==> src/rtl/max_pooling_layer_param.sv <==
// Streaming POOLxPOOL / stride-POOL max pooling over CHANNELS parallel lanes.
// Keeps only a horizontal running max and one band row of OW partial maxima per lane.
module max_pool_lane #(
   parameter int DATA_W = 1,
   parameter int SIGNED = 0,
   parameter int IW     = 1
) (
   input  logic              clk,
   input  logic              rst,
   input  logic              acc,
   input  logic              first_col,
   input  logic              last_col,
   input  logic              first_row,
   input  logic              emit,
   input  logic [IW-1:0]     idx,
   input  logic [DATA_W-1:0] pix,
   output logic [DATA_W-1:0] pool
);

   logic [DATA_W-1:0] h_acc;
   logic [DATA_W-1:0] band [2**IW];
   logic [DATA_W-1:0] h_max;
   logic [DATA_W-1:0] g_max;

   function automatic logic [DATA_W-1:0] vmax(input logic [DATA_W-1:0] a,
                                              input logic [DATA_W-1:0] b);
      if (SIGNED != 0) return ($signed(a) > $signed(b)) ? a : b;
      else             return (a > b) ? a : b;
   endfunction

   always_comb begin
      h_max = first_col ? pix : vmax(h_acc, pix);
      g_max = first_row ? h_max : vmax(band[idx], h_max);
   end

   always_ff @(posedge clk or posedge rst) begin
      if (rst) begin
         h_acc <= '0;
         pool  <= '0;
         for (int i = 0; i < 2**IW; i++) band[i] <= '0;
      end else if (acc) begin
         h_acc <= h_max;
         if (last_col) band[idx] <= g_max;
         if (emit)     pool      <= g_max;
      end
   end

endmodule

module max_pooling_layer_param #(
   parameter int CHANNELS = 16,
   parameter int DATA_W   = 1,
   parameter int SIGNED   = 0,
   parameter int WIDTH    = 11,
   parameter int HEIGHT   = 11,
   parameter int POOL     = 2
) (
   input  logic                       clk,
   input  logic                       rst,
   input  logic                       sof,
   input  logic                       valid_in,
   input  logic [CHANNELS*DATA_W-1:0] pixel_in,
   output logic [CHANNELS*DATA_W-1:0] pool_out,
   output logic                       valid_out,
   output logic                       frame_done
);

   localparam int OW  = WIDTH / POOL;
   localparam int OH  = HEIGHT / POOL;
   localparam int CW  = (WIDTH > 1) ? $clog2(WIDTH) : 1;
   localparam int RW  = (HEIGHT > 1) ? $clog2(HEIGHT) : 1;
   localparam int GW  = $clog2(OW + 1);
   localparam int BW  = $clog2(OH + 1);
   localparam int PW  = $clog2(POOL);
   localparam int IW  = (OW > 1) ? $clog2(OW) : 1;

   localparam logic [CW-1:0] COL_LAST  = CW'(WIDTH - 1);
   localparam logic [RW-1:0] ROW_LAST  = RW'(HEIGHT - 1);
   localparam logic [PW-1:0] POS_LAST  = PW'(POOL - 1);
   localparam logic [GW-1:0] OW_L      = GW'(OW);
   localparam logic [BW-1:0] OH_L      = BW'(OH);
   localparam logic [GW-1:0] GRP_LAST  = GW'(OW - 1);
   localparam logic [BW-1:0] BAND_LAST = BW'(OH - 1);

   // gidx/band index the output grid; they run one past it in the ignored margin
   logic [CW-1:0] col,  e_col;
   logic [RW-1:0] row,  e_row;
   logic [PW-1:0] cpos, e_cpos;
   logic [PW-1:0] rpos, e_rpos;
   logic [GW-1:0] gidx, e_gidx;
   logic [BW-1:0] band, e_band;

   logic col_end, row_end, grp_end, bnd_end;
   logic in_region, acc, emit, last_out;

   // sof restarts the frame on this very beat, so it overrides the counters combinationally
   always_comb begin
      e_col     = sof ? '0 : col;
      e_row     = sof ? '0 : row;
      e_cpos    = sof ? '0 : cpos;
      e_rpos    = sof ? '0 : rpos;
      e_gidx    = sof ? '0 : gidx;
      e_band    = sof ? '0 : band;
      col_end   = (e_col == COL_LAST);
      row_end   = (e_row == ROW_LAST);
      grp_end   = (e_cpos == POS_LAST);
      bnd_end   = (e_rpos == POS_LAST);
      in_region = (e_gidx < OW_L) && (e_band < OH_L);
      acc       = valid_in && in_region;
      emit      = acc && grp_end && bnd_end;
      last_out  = emit && (e_gidx == GRP_LAST) && (e_band == BAND_LAST);
   end

   always_ff @(posedge clk or posedge rst) begin
      if (rst) begin
         col  <= '0;
         row  <= '0;
         cpos <= '0;
         rpos <= '0;
         gidx <= '0;
         band <= '0;
      end else if (valid_in) begin
         if (col_end) begin
            col  <= '0;
            cpos <= '0;
            gidx <= '0;
            row  <= row_end ? '0 : e_row + 1'b1;
            rpos <= (row_end || bnd_end) ? '0 : e_rpos + 1'b1;
            band <= row_end ? '0 : (bnd_end ? e_band + 1'b1 : e_band);
         end else begin
            col  <= e_col + 1'b1;
            cpos <= grp_end ? '0 : e_cpos + 1'b1;
            gidx <= grp_end ? e_gidx + 1'b1 : e_gidx;
            row  <= e_row;
            rpos <= e_rpos;
            band <= e_band;
         end
      end
   end

   always_ff @(posedge clk or posedge rst) begin
      if (rst) begin
         valid_out  <= 1'b0;
         frame_done <= 1'b0;
      end else begin
         valid_out  <= emit;
         frame_done <= last_out;
      end
   end

   for (genvar c = 0; c < CHANNELS; c++) begin : g_lane
      max_pool_lane #(
         .DATA_W (DATA_W),
         .SIGNED (SIGNED),
         .IW     (IW)
      ) u_lane (
         .clk       (clk),
         .rst       (rst),
         .acc       (acc),
         .first_col (e_cpos == '0),
         .last_col  (grp_end),
         .first_row (e_rpos == '0),
         .emit      (emit),
         .idx       (e_gidx[IW-1:0]),
         .pix       (pixel_in[c*DATA_W +: DATA_W]),
         .pool      (pool_out[c*DATA_W +: DATA_W])
      );
   end

endmodule
==> config.mk <==
export PLATFORM = sky130hd
export DESIGN_NAME = max_pooling_layer_param
export DESIGN_NICKNAME = d
export VERILOG_FILES = /design/src/rtl/max_pooling_layer_param.sv
export SDC_FILE = /design/constraint.sdc
export NUM_CORES = 1
export LEC_CHECK = 0
export ABC_AREA = 1
export CORE_ASPECT_RATIO = 2
export CORE_MARGIN = 2
export CORE_UTILIZATION = 35
export CTS_BUF_LIST = sky130_fd_sc_hd__clkbuf_2 sky130_fd_sc_hd__clkbuf_4 sky130_fd_sc_hd__clkbuf_8
export DETAILED_ROUTE_END_ITERATION = 12
export GPL_ROUTABILITY_DRIVEN = 0
export PLACE_DENSITY = 0.59
export SYNTH_ARGS = -nofsm -noshare
export SYNTH_HDL_FRONTEND = slang
export SYNTH_HIERARCHICAL = 1
export SYNTH_SLANG_ARGS = --single-unit
==> constraint.sdc <==
create_clock -name clk -period 7.5 [get_ports clk]
set_input_delay 1.5 -clock clk [delete_from_list [all_inputs] [get_ports clk]]
set_output_delay 1.5 -clock clk [all_outputs]
set_load 0.02 [all_outputs]
==> results.txt <==
----------------------------------------------------
[Power]
  Power share of the combinational group ... around 20%
  Internal power of the cells ... about 1.6 mW
  Switching component of the power ... 0.700 mW
  Max VDD drop ... around 0.12 mV
  Static leakage ... 6.63 nW
  Share of total power consumed by net switching ... 30.7%
  Power density cells ... roughly 190 nW/um2
  Clock power share ... 31.0%
  Sequential Power Share ... 49.4%

[Timing]
  Post-Route Setup TNS ... 0 ps
  Fin. Hold Viols ... 0
  Tightest Pin Transition ... around 1300 ps
  Achievable clock frequency ... between 0.2 and 0.25 GHz
  Worst slew margin relative to its limit ... between 15 and 20%
  Count of final max-slew check failures ... 0
  Number of failing setup endpoints in the final timing report ... 0
  Final worst-path cycle share ... 57.6%
  Final worst path period need ... roughly 4300 ps
  Unrepaired setup endpoints after global routing ... no
  Max Clock Skew ... approximately 11 ps

[Global route]
  Pin count of the biggest net entering global routing ... 67
  GRT Util Overall ... between 10% and 20%
  Remaining global-route overflow ... 0
  Wire length of the first global-routing pass ... roughly 45,000 um
  Number of global-route vias before repair ... roughly 9,700
  Antenna violations before repair ... 1

[Worst setup path]
  CP Data Arrival Time ... roughly 4800 ps
  Classification of the worst setup path ... in -> reg
  Critical path cell sequence ... clkdlybuf4s50_1 -> nor2_4 -> nand2_1 -> nor2_2 -> nand2_1 -> inv_1 -> nand2_1 -> nand2_1
  Reg-to-reg slack, setup ... around 4700 ps
  Critical path data required time ... a little under 8000 ps
  Startpoint type of the worst setup path ... input port
  Peak fanout along the critical path ... 22
  Max stage delay cell, worst path ... sky130_fd_sc_hd__nor2_2
  Number of buffer and inverter instances along the worst setup path ... 2
  Reg2reg path depth ... 12
  Top cell by count, worst path ... sky130_fd_sc_hd__nand2_1
  Stages on worst setup path ... 8
  Worst Setup End Kind ... register
  Max stage delay on crit path ... between 1000 and 1500 ps
  Delay-heaviest family, CP ... simple AND/OR/NAND/NOR gates

[Clock tree]
  Hold-fix buffer count after cts ... 0
  Clock insertion delay at the later pin of the skew report ... a little under 500 ps
  Clock tree from TritonCTS ... built
  Number of buffers inserted during clock tree synthesis ... 17
  Count of instances resized after the clock tree is built ... 0
  Number of sinks driven by the clock tree ... around 180
  H-tree levels ... 4
  Post-CTS setup-driven buffer insertion count ... 0
  Clock slew seen by the registers of the worst setup and hold paths ... approximately 90 ps
  Cell chosen for the clock root ... sky130_fd_sc_hd__clkbuf_8
  Maximum clock insertion buffer count ... 2

[Place]
  Count of port buffers added during placement ... 37
  Post-placement cell count ... between 2,000 and 2,500
  Final HPWL DP ... 18,100 um

[Finish]
  Final instance count without filler cells ... approximately 2,100
  Post-layout utilization of the core ... 39.9%
  Share of layout cells above drive strength 1 ... between 10% and 20%
  Most used cells in the layout excluding fill and tap cells ... sky130_fd_sc_hd__nand2_1 (547), sky130_fd_sc_hd__inv_1 (295), sky130_fd_sc_hd__nor2_1 (219), sky130_fd_sc_hd__dfrtp_1 (178), sky130_fd_sc_hd__o21ai_0 (137)
  Area growth syn-to-layout ... 12.1%
  Sequential cell area ... 4450 um2
  Filler instances ... roughly 3,300
  Leading cell type in the layout, fill and taps excluded ... sky130_fd_sc_hd__nand2_1
  Final-stage net count ... roughly 1,700
  Multi-input gate area in the final layout ... between 5000 and 6000 um2

[Logic synthesis]
  Number of instances in the synthesized netlist ... 1,640
  Netlist area before placement ... between 10,000 and 15,000 um2
  Seq cells post-synth ... 178
  Post-synthesis average cell area ... ~6.7 um2
  Sequential fraction of the synthesis area ... about two fifths
  Number of distinct library cells after synthesis ... 30
  Yosys synthesis warning count ... 6
  Net Count, Synth ... ~1,700

[Route]
  Wire length per cell ... between 10 and 15 um
  Number of nets with antenna violations after routing ... 0
  Final Routed Wirelength ... roughly 26,000 um
  Via count ... between 9,000 and 10,000
  Iteration count of the initial detailed-routing pass ... 7
  Starting DRC count in detailed routing ... between 600 and 700
  Post-detailed-route via-to-cell ratio ... 4.61
  Residual DRC count ... 0

[Floorplanning]
  Die Span X ... ~130 um
  Core region area ... 30,900 um2
  Num rows ... 91
  Die Footprint ... 32,900 um2
  Die boundary height ... ~250 um
  I/O pin count ... 38
  Effective utilization at floorplan ... a little over a third

[Hold path]
  Depth of the worst hold-timing path ... 2
  Kind of path behind the tightest hold check ... reg -> reg

[Outcome]
  Run status ... finished, final reports clean

[Run]
  Reported max-cap violation count ... 0

----------------------------------------------------
-- power by group through the flow --
stage	sequential, mW	clock [mW]	combinational (mW)
floorplan	1.13	0	0.356
global placement	1.14	0	0.442
detailed placement	1.15	0	0.453
CTS	1.13	0.736	0.456
global route	1.14	0.770	0.519
finish	1.13	0.707	0.447
-- cell type report --
cell class | instances | area share [%]
antenna | 1 | 0.0203
timing repair buffer | 43 | 3.37
clock buffer | 24 | 2.43
inverter | 345 | 10.6
tap | 418 | 4.25
clock inverter | 6 | 0.854
sequential | 178 | 36.2
multi-input combinational | 1113 | 42.3
-- cell usage after synthesis, drive strengths merged --
master	number	share of area [%]
nand2	588	22
a21oi	32	2.0
a31oi	1	0.057
nand3b	16	1.1
nor2	244	9.0
o21ai	155	7.6
o22ai	2	0.11
nor3	1	0.091
dfrtp	178	41
nand4	2	0.11
clkbuf	1	0.034
buf	3	0.33
nand3	68	4.8
ha	3	0.34
inv	345	12
or2	1	0.057
-- worst paths after layout --
kind	from	endpoint
setup / recovery	sof	g_lane[5].u_lane/pool$_DFFE_PP0P_
min in group asynchronous	rst	g_lane[3].u_lane/pool$_DFFE_PP0P_
setup reg to reg	gidx[2]$_DFFE_PP0P_	g_lane[6].u_lane/band[4]$_DFFE_PP0P_
max in group asynchronous	rst	row[2]$_DFFE_PP0P_
hold reg to reg	g_lane[14].u_lane/pool$_DFFE_PP0P_	g_lane[14].u_lane/pool$_DFFE_PP0P_
hold / removal	g_lane[14].u_lane/pool$_DFFE_PP0P_	g_lane[14].u_lane/pool$_DFFE_PP0P_
-- through the flow --
step	hold slack (ps)	power [mW]	cell area (um2)	worst slack, ps
after global routing	518	2.43	12300	2930
final	480	2.28	12300	3180
after detailed placement	465	1.60	11900	2570
after floorplan	449	1.49	11000	1360
after CTS	488	2.32	12300	3120
after global placement	464	1.59	11900	2620
-- tightest hold or removal path, cell delays in order, from the launching register on --
cell                      delay [ps]
sky130_fd_sc_hd__dfrtp_1         350
sky130_fd_sc_hd__nand2_1          50
sky130_fd_sc_hd__nand2_1          50
-- sequential cells by signal, indices dropped and copies added (netlist names) --
| register | cells |
|---|---|
| row | 4 |
| rpos | 1 |
| g_lane.u_lane/band | 128 |
| gidx | 3 |
| frame_done | 1 |
| g_lane.u_lane/h_acc | 16 |
| col | 4 |
| g_lane.u_lane/pool | 16 |
| band | 3 |
| cpos | 1 |
| valid_out | 1 |
-- kinds of logic after synthesis --
group	share of synthesized area, %
flip-flops	40.6
adder cells (fa/ha/maj)	0.342
AO/OA/AOI/OAI	9.79
AND/OR/NAND/NOR	37.1
buffers and inverters	12.2
-- routing by layer --
layer | GRT usage (%) | part of all wire (%)
met5 | 0 | 0
met4 | 6.74 | 2.7
met3 | 2.73 | 3.1
met2 | 32.6 | 55
met1 | 18.4 | 40
Note: power is estimated with default switching activity, not from simulation.
